$ cat src/rtl/reset_sequencer_pkg.sv
// ============================================================================
// reset_sequencer_pkg : state encoding, cause bit positions, width helper | rev 1.0
// ============================================================================
`default_nettype none

package reset_sequencer_pkg;

    typedef enum logic [1:0] {
        ASSERT  = 2'd0,
        HOLD    = 2'd1,
        RELEASE = 2'd2,
        RUN     = 2'd3
    } seq_state_t;

    localparam int CAUSE_BUTTON = 0;
    localparam int CAUSE_PLL    = 1;
    localparam int CAUSE_EXT    = 2;

    // Bits needed to hold every value in 0..max_value (never less than 1).
    function automatic int cnt_width(input int max_value);
        int w;
        w = 1;
        while ((1 << w) <= max_value) begin
            w = w + 1;
        end
        return w;
    endfunction

endpackage

`default_nettype wire

$ cat src/rtl/reset_debounce.sv
// ============================================================================
// reset_debounce : multi-stage synchroniser followed by a run-length debounce | rev 1.0
// ============================================================================
`default_nettype none

module reset_debounce
    import reset_sequencer_pkg::*;
#(
    parameter int   SYNC_STAGES     = 2,
    parameter int   DEBOUNCE_CYCLES = 40000,
    parameter logic RESET_VALUE     = 1'b1
) (
    input  logic clk,
    input  logic reset_n,
    input  logic din,
    output logic dout
);

    localparam int                 c_cnt_w = cnt_width(DEBOUNCE_CYCLES - 1);
    localparam logic [c_cnt_w-1:0] c_last  = c_cnt_w'(DEBOUNCE_CYCLES - 1);

    logic [SYNC_STAGES-1:0] r_sync;
    logic [c_cnt_w-1:0]     r_cnt;
    logic                   r_state;
    logic                   w_sync_out;

    assign w_sync_out = r_sync[SYNC_STAGES-1];
    assign dout       = r_state;

    always_ff @(posedge clk) begin
        if (!reset_n) begin
            r_sync  <= {SYNC_STAGES{RESET_VALUE}};
            r_cnt   <= '0;
            r_state <= RESET_VALUE;
        end else begin
            r_sync <= {r_sync[SYNC_STAGES-2:0], din};
            // Any sample matching the current state restarts the run.
            if (w_sync_out == r_state) begin
                r_cnt <= '0;
            end else if (r_cnt == c_last) begin
                r_state <= w_sync_out;
                r_cnt   <= '0;
            end else begin
                r_cnt <= r_cnt + c_cnt_w'(1);
            end
        end
    end

endmodule

`default_nettype wire

$ cat src/rtl/reset_sequencer.sv
// ============================================================================
// reset_sequencer : button/PLL reset generator with ordered domain release | rev 1.0
// ============================================================================
`default_nettype none

module reset_sequencer
    import reset_sequencer_pkg::*;
#(
    parameter int NUM_DOMAINS     = 4,
    parameter int SYNC_STAGES     = 2,
    parameter int DEBOUNCE_CYCLES = 40000,
    parameter int HOLD_CYCLES     = 16,
    parameter int STAGE_CYCLES    = 8,
    parameter int COUNT_WIDTH     = 8
) (
    input  logic                   clk,
    input  logic                   reset_n,
    input  logic                   button_n,
    input  logic                   pll_locked,
    output logic [NUM_DOMAINS-1:0] reset_out,
    output logic                   ready,
    output logic [2:0]             cause,
    output logic [COUNT_WIDTH-1:0] reset_count
);

    localparam int c_hold_w  = cnt_width(HOLD_CYCLES);
    localparam int c_stage_w = cnt_width(STAGE_CYCLES - 1);
    localparam int c_cnt_w   = (c_hold_w > c_stage_w) ? c_hold_w : c_stage_w;

    // HOLD spans HOLD_CYCLES+1 edges, so the first release lands HOLD_CYCLES+1
    // edges after the ASSERT edge that first saw the fault clear.
    localparam logic [c_cnt_w-1:0] c_hold_last  = c_cnt_w'(HOLD_CYCLES);
    localparam logic [c_cnt_w-1:0] c_stage_last = c_cnt_w'(STAGE_CYCLES - 1);
    localparam logic [2:0]         c_cause_ext  = 3'(1 << CAUSE_EXT);

    seq_state_t             r_state;
    logic [NUM_DOMAINS-1:0] r_rst;
    logic                   r_ready;
    logic [2:0]             r_cause;
    logic [COUNT_WIDTH-1:0] r_count;
    logic [c_cnt_w-1:0]     r_cnt;
    logic [SYNC_STAGES-1:0] r_lock_sync;

    logic                   w_btn_deb;
    logic                   w_lock_s;
    logic                   w_fault;
    logic [2:0]             w_fault_cause;
    logic [NUM_DOMAINS-1:0] w_rst_next;
    logic                   w_last;

    reset_debounce #(
        .SYNC_STAGES     (SYNC_STAGES),
        .DEBOUNCE_CYCLES (DEBOUNCE_CYCLES),
        .RESET_VALUE     (1'b1)
    ) u_btn_debounce (
        .clk     (clk),
        .reset_n (reset_n),
        .din     (button_n),
        .dout    (w_btn_deb)
    );

    assign w_lock_s = r_lock_sync[SYNC_STAGES-1];
    assign w_fault  = ~w_btn_deb | ~w_lock_s;

    // Released domains are the low zeros of r_rst; shifting left frees the next one.
    assign w_rst_next = r_rst << 1;
    assign w_last     = (w_rst_next == '0);

    always_comb begin
        w_fault_cause               = '0;
        w_fault_cause[CAUSE_BUTTON] = ~w_btn_deb;
        w_fault_cause[CAUSE_PLL]    = ~w_lock_s;
    end

    always_ff @(posedge clk) begin
        if (!reset_n) begin
            r_state     <= ASSERT;
            r_rst       <= '1;
            r_ready     <= 1'b0;
            r_cause     <= c_cause_ext;
            r_count     <= '0;
            r_cnt       <= '0;
            r_lock_sync <= '0;
        end else begin
            r_lock_sync <= {r_lock_sync[SYNC_STAGES-2:0], pll_locked};
            if (w_fault) begin
                // Only a fault that interrupts a released/holding system is recorded.
                if (r_state != ASSERT) begin
                    r_cause <= w_fault_cause;
                    if (r_count != '1) begin
                        r_count <= r_count + COUNT_WIDTH'(1);
                    end
                end
                r_state <= ASSERT;
                r_rst   <= '1;
                r_ready <= 1'b0;
                r_cnt   <= '0;
            end else begin
                case (r_state)
                    ASSERT: begin
                        r_state <= HOLD;
                        r_cnt   <= '0;
                    end
                    HOLD: begin
                        if (r_cnt == c_hold_last) begin
                            r_rst   <= w_rst_next;
                            r_cnt   <= '0;
                            r_state <= w_last ? RUN : RELEASE;
                            r_ready <= w_last;
                        end else begin
                            r_cnt <= r_cnt + c_cnt_w'(1);
                        end
                    end
                    RELEASE: begin
                        if (r_cnt == c_stage_last) begin
                            r_rst   <= w_rst_next;
                            r_cnt   <= '0;
                            r_state <= w_last ? RUN : RELEASE;
                            r_ready <= w_last;
                        end else begin
                            r_cnt <= r_cnt + c_cnt_w'(1);
                        end
                    end
                    RUN: begin
                        r_rst   <= '0;
                        r_ready <= 1'b1;
                    end
                    default: begin
                        r_state <= ASSERT;
                        r_rst   <= '1;
                        r_ready <= 1'b0;
                    end
                endcase
            end
        end
    end

    assign reset_out   = r_rst;
    assign ready       = r_ready;
    assign cause       = r_cause;
    assign reset_count = r_count;

endmodule

`default_nettype wire

$ cat config.mk
export PLATFORM = sky130hd
export DESIGN_NAME = reset_sequencer
export DESIGN_NICKNAME = d
export VERILOG_FILES = /design/src/rtl/reset_sequencer_pkg.sv /design/src/rtl/reset_debounce.sv /design/src/rtl/reset_sequencer.sv
export SDC_FILE = /design/constraint.sdc
export NUM_CORES = 1
export LEC_CHECK = 0
export CAP_MARGIN = 0
export CORE_MARGIN = 3
export CORE_UTILIZATION = 60
export CTS_CLUSTER_SIZE = 14
export DETAILED_ROUTE_END_ITERATION = 8
export DONT_BUFFER_PORTS = 1
export PLACE_DENSITY_LB_ADDON = 0.15
export SYNTH_ARGS = -nofsm -noshare
export SYNTH_HDL_FRONTEND = slang
export SYNTH_SLANG_ARGS = --single-unit
$ cat constraint.sdc
create_clock -name clk -period 1.9 [get_ports clk]
set_input_delay 0.19 -clock clk [delete_from_list [all_inputs] [get_ports clk]]
set_output_delay 0.19 -clock clk [all_outputs]
set_load 0.05 [all_outputs]
==> results.py, run 1 <==
metrics = {
    "outcome": {
        "status": "finished clean",
    },
    "critical_path": {
        "path_depth": 6,
        "cp-startpoint": "r_state[1]",
        "crit_path_max_fanout": 5,
        "critPathMaxStageDelay_ns": 0.44,
        "path_delay_family": "simple AND/OR/NAND/NOR gates",
        "r2r_start": "r_state[1]",
        "setup.worst_path.end_class": "flip-flop",
        "reg2reg_depth": 6,
        "cp_data_required_time_ns": 2.18,
        "cp_slowest_cell": "or4_1",
        "regToRegSetupSlack_ns": 0.10,
        "arrival_ns": 2.08,
        "start_kind": "flip-flop",
        "crit_chain": "inv_1 -> ha_1 -> and4_1 -> o211ai_1 -> or4_1 -> o211ai_1",
        "crit_buf_inv": 1,
        "timing.rr.end": "r_cnt[4]",
        "cpMostUsedCell": "o211ai_1",
        "critPathKind": "reg -> reg",
        "cp-endpoint": "r_cnt[4]",
    },
    "sta": {
        "max_freq_mhz": 556,
        "skew_ns": 0.0131,
        "final-setup-viol-count": 0,
        "hold_ws_ns": 0.0710,
        "worst_pin_slew_ns": 0.529,
        "hold_viol_final": 0,
        "timing.final.ws_setup_ns": 0.100,
        "final.period_utilization": 0.947,
        "slew_violations": 0,
        "slew_headroom": 0.647,
        "timing.final.crit_period_ns": 1.80,
    },
    "logic_synthesis": {
        "avgSynthCellArea_um2": 9.29,
        "yosysSeqAreaShare": 0.441,
        "netlist_top_cells_count": "dfxtp_1 (44), nor2_1 (24), nand2_1 (13), nand3_1 (13), xnor2_1 (12)",
        "synth-seq-cells": 44,
        "netlist_top_cells_area": "dfxtp_1 (44%), ha_1 (6.3%), xnor2_1 (5.3%)",
        "syn_area_mm2": 0.00200,
        "synth_edf_count": 0,
        "yosysMostFrequentCell": "dfxtp_1",
        "ys_types": 47,
        "synth_nets": 229,
        "async_reset_ff_frac": 0,
        "synthCells": 215,
        "yosysTopAreaCell": "dfxtp_1",
        "yosys_warnings": 0,
        "synth_top_flop_cell": "dfxtp_1",
        "synth_top_area_share": 0.441,
    },
    "floorplanning": {
        "core_area_mm2": 0.00310,
        "ios": 20,
        "rows": 20,
        "fp.dieH_um": 63.7,
        "die_area_mm2": 0.00406,
        "die_x_um": 63.7,
        "start_util": 0.644,
    },
    "layout": {
        "instances_no_fill": 281,
        "antenna_cells": 0,
        "drive_gt1_frac": 0.135,
        "postLayoutCellArea_mm2": 0.00225,
        "nets": 251,
        "final_util": 0.725,
        "area_growth_pct": 12.5,
    },
    "clock_tree": {
        "clock_sinks": 44,
        "cts_htree_levels": 2,
        "cts_tree": "built",
        "clk_pin_slew_ns": 0.12,
        "clock_latency_ns": 0.36,
        "post_cts_buffers": 0,
        "numCtsBuffers": 5,
        "clockBufferDepth": 2,
        "cts.root.buffer_cell": "clkbuf_4",
    },
    "global_route": {
        "overflow": 0,
        "grt_use_total": 0.218,
        "antenna_found_initial": 0,
        "grt_pass1_vias": 1610,
        "grt_start_max_net_pins": 17,
        "grt_pass1_wl_um": 7070,
    },
    "power_and_ir_drop": {
        "power.density_mw_per_mm2": 626,
        "ir_worst_vdd_v": 0.000451,
        "leakagePower_nw": 0.819,
    },
    "placed_design": {
        "gp_congestion": 0.824,
        "place_inst": 271,
        "placed_area_mm2": 0.00216,
        "dp_hpwl_um": 2940,
        "dp_slack_ns": 0.0916,
        "port_buffers": 0,
    },
    "route": {
        "drc": 0,
        "num_vias": 1638,
        "dr.pass1.iters": 4,
        "avgViaCountPerCell": 5.83,
        "wl_um": 3950,
        "ant_nets": 0,
        "avgRoutedWirePerCell_um": 14.0,
        "drt_first_iter_violations": 105,
    },
    "job": {
        "cap_viol_max_count": 0,
    },
    "hold_path": {
        "holdPathStages": 2,
        "hold_path.class": "in -> reg",
    },
}
metal layers:
metal | vias up | track usage | share of wire
met2 | 33 | 0.382 | 0.50
met3 | 5 | 0.0784 | 0.047
li1 | 817 | - | -
met1 | 783 | 0.254 | 0.44
met4 | 0 | 0.0485 | 0.011
met5 | - | 0 | 0
worst reg2reg max path, stage by stage (launching register included):
cell	delay, ns
dfxtp_2	0.39
inv_1	0.09
ha_1	0.32
and4_1	0.21
o211ai_1	0.18
or4_1	0.44
o211ai_1	0.09
cells by family after synthesis:
logic type / Yosys count / synth area share
compound gates: 37 / 0.140
xor+xnor: 19 / 0.0833
fa+ha+maj: 10 / 0.0626
buf+inv: 15 / 0.0326
flops: 44 / 0.441
mux: 1 / 0.00501
simple gates: 89 / 0.235
area by class of cell:
type / instances / area [um2]
multi-input cells: 156 / 1060
flip-flops and latches: 44 / 883
fillers: 264 / 855
repair buffers: 19 / 163
well taps: 44 / 55.1
clock buffers: 6 / 41.3
inverters: 11 / 41.3
clock inverters: 1 / 5.00
cell usage in the layout, fill, tap and decap left out, types with 2 or more instances in the layout:
cell type,Yosys,layout
a211oi_1,2,2
a21o_1,6,6
a21oi_1,7,6
a221o_1,3,3
and2_1,2,2
and3_1,3,3
buf_4,0,15
clkbuf_4,0,5
dfxtp_1,44,42
dfxtp_2,0,2
dlygate4sd3_1,0,3
ha_1,10,10
inv_1,10,10
nand2_1,13,13
nand2b_1,2,2
nand3_1,13,13
nand4_1,5,5
nor2_1,24,24
nor3_1,5,5
nor4_1,4,4
o211ai_1,4,4
o21ai_0,4,4
o31ai_1,2,2
or2_2,3,3
or3_1,3,3
or4_1,3,3
xnor2_1,12,12
xor2_1,7,7
report_power, final:
group	switching (W)	internal, W
combinational	0.0000282	0.0000209
sequential	0.0000119	0.000930
clock	0.000281	0.000137
total	0.000321	0.00109
worst min-delay path by stage:
| stage | start | endpoint |
|---|---|---|
| after global placement | reset_n | cause[2] |
| after floorplan | button_n | u_btn_debounce.r_sync[0] |
| after CTS | reset_n | cause[0] |
| final | reset_n | cause[0] |
| after global routing | reset_n | reset_count[7] |
| after detailed placement | reset_n | cause[2] |
metrics by stage:
step,setup TNS [ns],power [W]
6_report,0,0.00141
5_1_grt,-0.00464,0.00147
4_1_cts,0,0.00141
3_5_place_dp,0,0.00100
3_3_place_gp,0,0.00100
2_1_floorplan,0,0.000995
timing repair:
action	4_1_cts	5_1_grt
resized for setup	0	4
endpoints found under the hold margin	6	0
endpoints found under the setup margin	0	9
hold buffers	3	0
registers in the layout, summed over array words and instances, names as in the netlist:
signal                 cells
cause                      3
r_cnt                      5
r_lock_sync                2
r_state                    2
ready                      1
reset_count                8
reset_out                  4
u_btn_debounce.dout        1
u_btn_debounce.r_cnt      16
u_btn_debounce.r_sync      2
No activity file was read; power rests on OpenSTA's default activity.
==> run 2: changes to the inputs <==
SKIP_CTS_REPAIR_TIMING = 1   (was unset)
==> run 2 against run 1 <==
Compared with the run above: setup slack worse by 0.00083 ns; cell count is the same; count of clock-buffer cells in the layout stayed put; sequential power hardly changed; highest routed layer unchanged; largest power group unchanged; core utilization unchanged; power is essentially flat; critical path type unchanged; global-route usage decreased by 0.22 points; combinational power is essentially flat; largest cell class unchanged; clock power barely moved.
==> results.py, run 2 (synthesis results as in run 1) <==
metrics = {
    "critical_path": {
        "cp_slowest_cell": "or4_1",
        "path_delay_family": "simple AND/OR/NAND/NOR gates",
        "crit_path_max_fanout": 5,
        "reg2reg_depth": 6,
        "critPathKind": "reg -> reg",
        "critPathMaxStageDelay_ns": 0.44,
        "cp_data_required_time_ns": 2.18,
        "setup.worst_path.end_class": "flip-flop",
        "crit_chain": "inv_1 -> ha_1 -> and4_1 -> o211ai_1 -> or4_1 -> o211ai_1",
        "start_kind": "flip-flop",
        "path_depth": 6,
        "crit_buf_inv": 1,
        "cpMostUsedCell": "o211ai_1",
        "arrival_ns": 2.08,
    },
    "power_and_ir_drop": {
        "ir_worst_vdd_v": 0.000450,
        "power.density_mw_per_mm2": 626,
        "power_w": 0.00141,
        "leakagePower_nw": 0.819,
    },
    "global_route": {
        "grt_pass1_wl_um": 7000,
        "grt_use_total": 0.216,
        "grt_start_max_net_pins": 17,
        "grt_pass1_vias": 1595,
        "antenna_found_initial": 0,
        "overflow": 0,
    },
    "floorplanning": {
        "ios": 20,
        "die_area_mm2": 0.00406,
        "core_area_mm2": 0.00310,
        "fp.dieH_um": 63.7,
        "die_x_um": 63.7,
        "start_util": 0.644,
        "rows": 20,
    },
    "route": {
        "drt_first_iter_violations": 105,
        "wl_met2_um": 1960,
        "num_vias": 1641,
        "drt-met1-wl_um": 1750,
        "avgRoutedWirePerCell_um": 14.1,
        "top_layer_used": "met4",
        "wl_um": 3960,
        "dr.pass1.iters": 4,
        "avgViaCountPerCell": 5.84,
        "drc": 0,
        "wl_met3_um": 185,
        "ant_nets": 0,
    },
    "sta": {
        "timing.final.ws_setup_ns": 0.0994,
        "final-setup-viol-count": 0,
        "final.period_utilization": 0.948,
        "worst_pin_slew_ns": 0.529,
        "slew_headroom": 0.647,
        "max_freq_mhz": 555,
        "hold_ws_ns": 0.0746,
        "slew_violations": 0,
        "skew_ns": 0.0133,
        "hold_viol_final": 0,
        "timing.final.crit_period_ns": 1.80,
    },
    "placed_design": {
        "gp_congestion": 0.824,
        "port_buffers": 0,
        "dp_slack_ns": 0.0916,
        "dp_hpwl_um": 2940,
    },
    "clock_tree": {
        "clock_latency_ns": 0.36,
        "cts.root.buffer_cell": "clkbuf_4",
        "cts_htree_levels": 2,
        "cts_tree": "built",
        "numCtsBuffers": 5,
        "clk_pin_slew_ns": 0.12,
        "clockBufferDepth": 2,
        "clock_sinks": 44,
    },
    "outcome": {
        "status": "finished clean",
    },
    "hold_path": {
        "hold_path.class": "in -> reg",
        "holdPathStages": 2,
    },
    "layout": {
        "top_register": "u_btn_debounce.r_cnt",
        "final_common_cell": "dfxtp_1",
        "largest_register_ffs": 16,
        "fillers": 262,
        "final_util": 0.725,
        "area_growth_pct": 12.5,
        "nets": 251,
        "drive_gt1_frac": 0.135,
        "antenna_cells": 0,
        "final_cell_mix": "dfxtp_1 (42), nor2_1 (24), buf_4 (15), nand2_1 (13), nand3_1 (13)",
    },
    "job": {
        "cap_viol_max_count": 0,
    },
}
## run 2: cell counts in the layout (fill, tap and decap cells not counted)
No cell type changed its count.
## run 2: path summary, 6_finish.rpt
check                                              start                        to  slack, ns
worst max-delay path                          r_state[1]                  r_cnt[4]        0.1
worst min register to register  u_btn_debounce.r_sync[0]  u_btn_debounce.r_sync[1]       0.43
worst max register to register                r_state[1]                  r_cnt[4]        0.1
worst min-delay path                             reset_n                  cause[0]       0.07
## run 2: cell type report
cell class                      count  area (um2)  share of cell area
Sequential cell                    44         883               0.393
Multi-Input combinational cell    156        1060               0.471
Tap cell                           44        55.1              0.0245
Timing Repair Buffer               19         163              0.0723
Clock inverter                      1        5.00             0.00223
Inverter                           11        41.3              0.0184
Clock buffer                        6        41.3              0.0184
## run 2: routing by layer
metal | vias to the layer above | GRT usage
li1 | 815 | -
met1 | 782 | 0.251
met2 | 37 | 0.375
met3 | 7 | 0.0802
met4 | 0 | 0.0485
met5 | - | 0
## run 2: worst reg2reg max path, cell delays in order (launching register included)
cell	delay, ns
dfxtp_2	0.39
inv_1	0.09
ha_1	0.32
and4_1	0.22
o211ai_1	0.18
or4_1	0.44
o211ai_1	0.09
## run 2: power by group
group / switching [W] / internal [W] / total [W]
combinational: 0.0000283 / 0.0000209 / 0.0000493
clock: 0.000279 / 0.000137 / 0.000416
sequential: 0.0000119 / 0.000930 / 0.000942
## run 2: through the flow
stage / cell area, um2 / setup TNS, ns / std cells
after floorplan: 2000 / 0 / 215
after global routing: 2250 / -0.00464 / 281
after global placement: 2160 / 0 / 271
final: 2250 / 0 / 281
after detailed placement: 2160 / 0 / 271
after CTS: 2210 / 0 / 278
==> run 3: changes to the inputs <==
CORE_MARGIN = 2   (was 3)
CORE_UTILIZATION = 56   (was 60)
clock period = 1.6 ns   (was 1.9 ns; I/O delays follow)
==> run 3 against run 2 <==
Compared with the run above: the flow now finishes with violations (setup timing); first-iteration DRC count rose by 26%; highest routed layer unchanged; power rose by 33%; largest cell class unchanged; clock skew fell by 0.0055 ns.
==> results.py, run 3 (synthesis results as in run 1) <==
metrics = {
    "outcome": {
        "status": "complete, but fails checks",
        "violations": "setup timing",
    },
    "job": {
        "cap_viol_max_count": 0,
    },
    "layout": {
        "final_cell_mix": "buf_4 (37), dfxtp_1 (32), nor2_1 (24), nand2_1 (13)",
        "final_common_cell": "buf_4",
        "final_util": 0.756,
        "largest_register_ffs": 16,
        "antenna_cells": 0,
        "drive_gt1_frac": 0.315,
        "instances_no_fill": 306,
        "top_register": "u_btn_debounce.r_cnt",
        "fillers": 227,
        "nets": 273,
        "area_growth_pct": 28.2,
        "postLayoutCellArea_mm2": 0.00256,
    },
    "hold_path": {
        "worstHoldEndpoint": "reset_count[5]",
        "min_from": "reset_n",
        "hold_path.class": "in -> reg",
        "holdPathStages": 2,
    },
    "clock_tree": {
        "cts_tree": "built",
        "clockBufferDepth": 2,
        "clock_latency_ns": 0.35,
        "clk_pin_slew_ns": 0.13,
        "clock_sinks": 44,
        "cts.root.buffer_cell": "clkbuf_4",
        "cts_htree_levels": 2,
        "numCtsBuffers": 5,
    },
    "critical_path": {
        "critPathMaxStageDelay_ns": 0.37,
        "critPathKind": "reg -> reg",
        "reg2reg_depth": 7,
        "timing.rr.end": "r_cnt[3]",
        "regToRegSetupSlack_ns": -0.18,
        "start_kind": "flip-flop",
        "arrival_ns": 2.04,
        "crit_buf_inv": 2,
        "cp-startpoint": "r_cnt[0]",
        "crit_path_max_fanout": 5,
        "cp_slowest_cell": "o211ai_1",
        "path_delay_family": "compound AO/OA/AOI/OAI gates",
        "cp_data_required_time_ns": 1.86,
        "crit_chain": "inv_2 -> ha_4 -> nand4bb_1 -> buf_4 -> o211ai_1 -> o21ai_1 -> a22o_1",
        "r2r_start": "r_cnt[0]",
        "setup.worst_path.end_class": "flip-flop",
    },
    "power_and_ir_drop": {
        "seqPwrFrac": 0.596,
        "p_switching_w": 0.000406,
        "p_clk_frac": 0.363,
        "pwr-share-comb": 0.042,
        "power.density_mw_per_mm2": 731,
        "swShare": 0.217,
        "leakagePower_nw": 0.961,
        "ir_worst_vdd_v": 0.000529,
        "p_int_w": 0.00147,
    },
    "floorplanning": {
        "core_area_mm2": 0.00339,
        "start_util": 0.590,
        "die_x_um": 63.7,
        "ios": 20,
        "rows": 21,
        "die_area_mm2": 0.00406,
        "fp.dieH_um": 63.7,
    },
    "placed_design": {
        "placed_area_mm2": 0.00232,
        "port_buffers": 0,
        "place_inst": 290,
        "gp_congestion": 0.851,
        "dp_hpwl_um": 3140,
    },
    "sta": {
        "hold_viol_final": 0,
        "timing.final.crit_period_ns": 1.78,
        "tns_ns": -2.27,
        "slew_violations": 0,
        "timing.final.ws_setup_ns": -0.176,
        "rsz0062_at_grt": "true",
        "final-setup-viol-count": 24,
        "skew_ns": 0.00779,
        "final.period_utilization": 1.11,
        "max_freq_mhz": 563,
        "worst_pin_slew_ns": 0.515,
        "slew_headroom": 0.656,
    },
    "route": {
        "dr.pass1.iters": 7,
        "avgRoutedWirePerCell_um": 15.1,
        "wl_um": 4630,
        "drc": 0,
        "drt_first_iter_violations": 132,
        "avgViaCountPerCell": 5.74,
        "num_vias": 1756,
        "ant_nets": 0,
    },
    "global_route": {
        "grt_use_total": 0.231,
        "grt_pass1_vias": 1722,
        "grt_pass1_wl_um": 7330,
        "grt_start_max_net_pins": 17,
        "antenna_found_initial": 0,
        "overflow": 0,
    },
}
-- run 3: changes by cell type in the layout (fill, tap and decap cells not counted), sizes merged --
cell	previous run	this run
buf	16	38
bufinv	0	1
-- run 3: power groups by stage --
stage | logic [W] | registers (W) | clock network (W)
detailed placement | 0.0000617 | 0.00114 | 0
CTS | 0.0000624 | 0.00111 | 0.000691
global route | 0.0000849 | 0.00112 | 0.000730
finish | 0.0000782 | 0.00112 | 0.000679
global placement | 0.0000589 | 0.00114 | 0
floorplan | 0.0000356 | 0.00115 | 0
-- run 3: routing by layer --
| layer | track usage | share of wire |
|---|---|---|
| met1 | 0.252 | 0.42 |
| met5 | 0 | 0 |
| met2 | 0.411 | 0.53 |
| met3 | 0.0687 | 0.038 |
| met4 | 0.103 | 0.0099 |
-- run 3: worst register-to-register path, cell delays in order (launching register included) --
cell and delay [ns]:
dfxtp_2 0.36, inv_2 0.07, ha_4 0.12, nand4bb_1 0.16
buf_4 0.18, o211ai_1 0.37, o21ai_1 0.18, a22o_1 0.25
-- run 3: how the worst max path moves through the flow --
stage,cells after the start,slack [ns],end
global placement,6,-0.06,reset_out[2]
detailed placement,5,-0.1,u_btn_debounce.r_cnt[4]
CTS,6,-0.17,reset_out[2]
finish,7,-0.18,r_cnt[3]
floorplan,5,-0.11,u_btn_debounce.r_cnt[15]
global route,7,-0.22,r_cnt[3]
-- run 3: layout make-up --
class | count | area, um2 | share of cell area
multi-input cells | 156 | 1160 | 0.454
flip-flops and latches | 44 | 896 | 0.350
repair buffers | 41 | 328 | 0.128
well taps | 46 | 57.6 | 0.0225
clock buffers | 6 | 41.3 | 0.0161
inverters | 11 | 41.3 | 0.0161
clock inverters | 2 | 35.0 | 0.0137
-- run 3: stage by stage --
step	power, W	setup WS (ns)	hold slack [ns]
after detailed placement	0.00120	-0.0990	0.228
after CTS	0.00187	-0.169	-0.160
after floorplan	0.00118	-0.106	0.261
after global placement	0.00120	-0.0566	0.224
final	0.00187	-0.176	0.0407
after global routing	0.00193	-0.218	0.0432
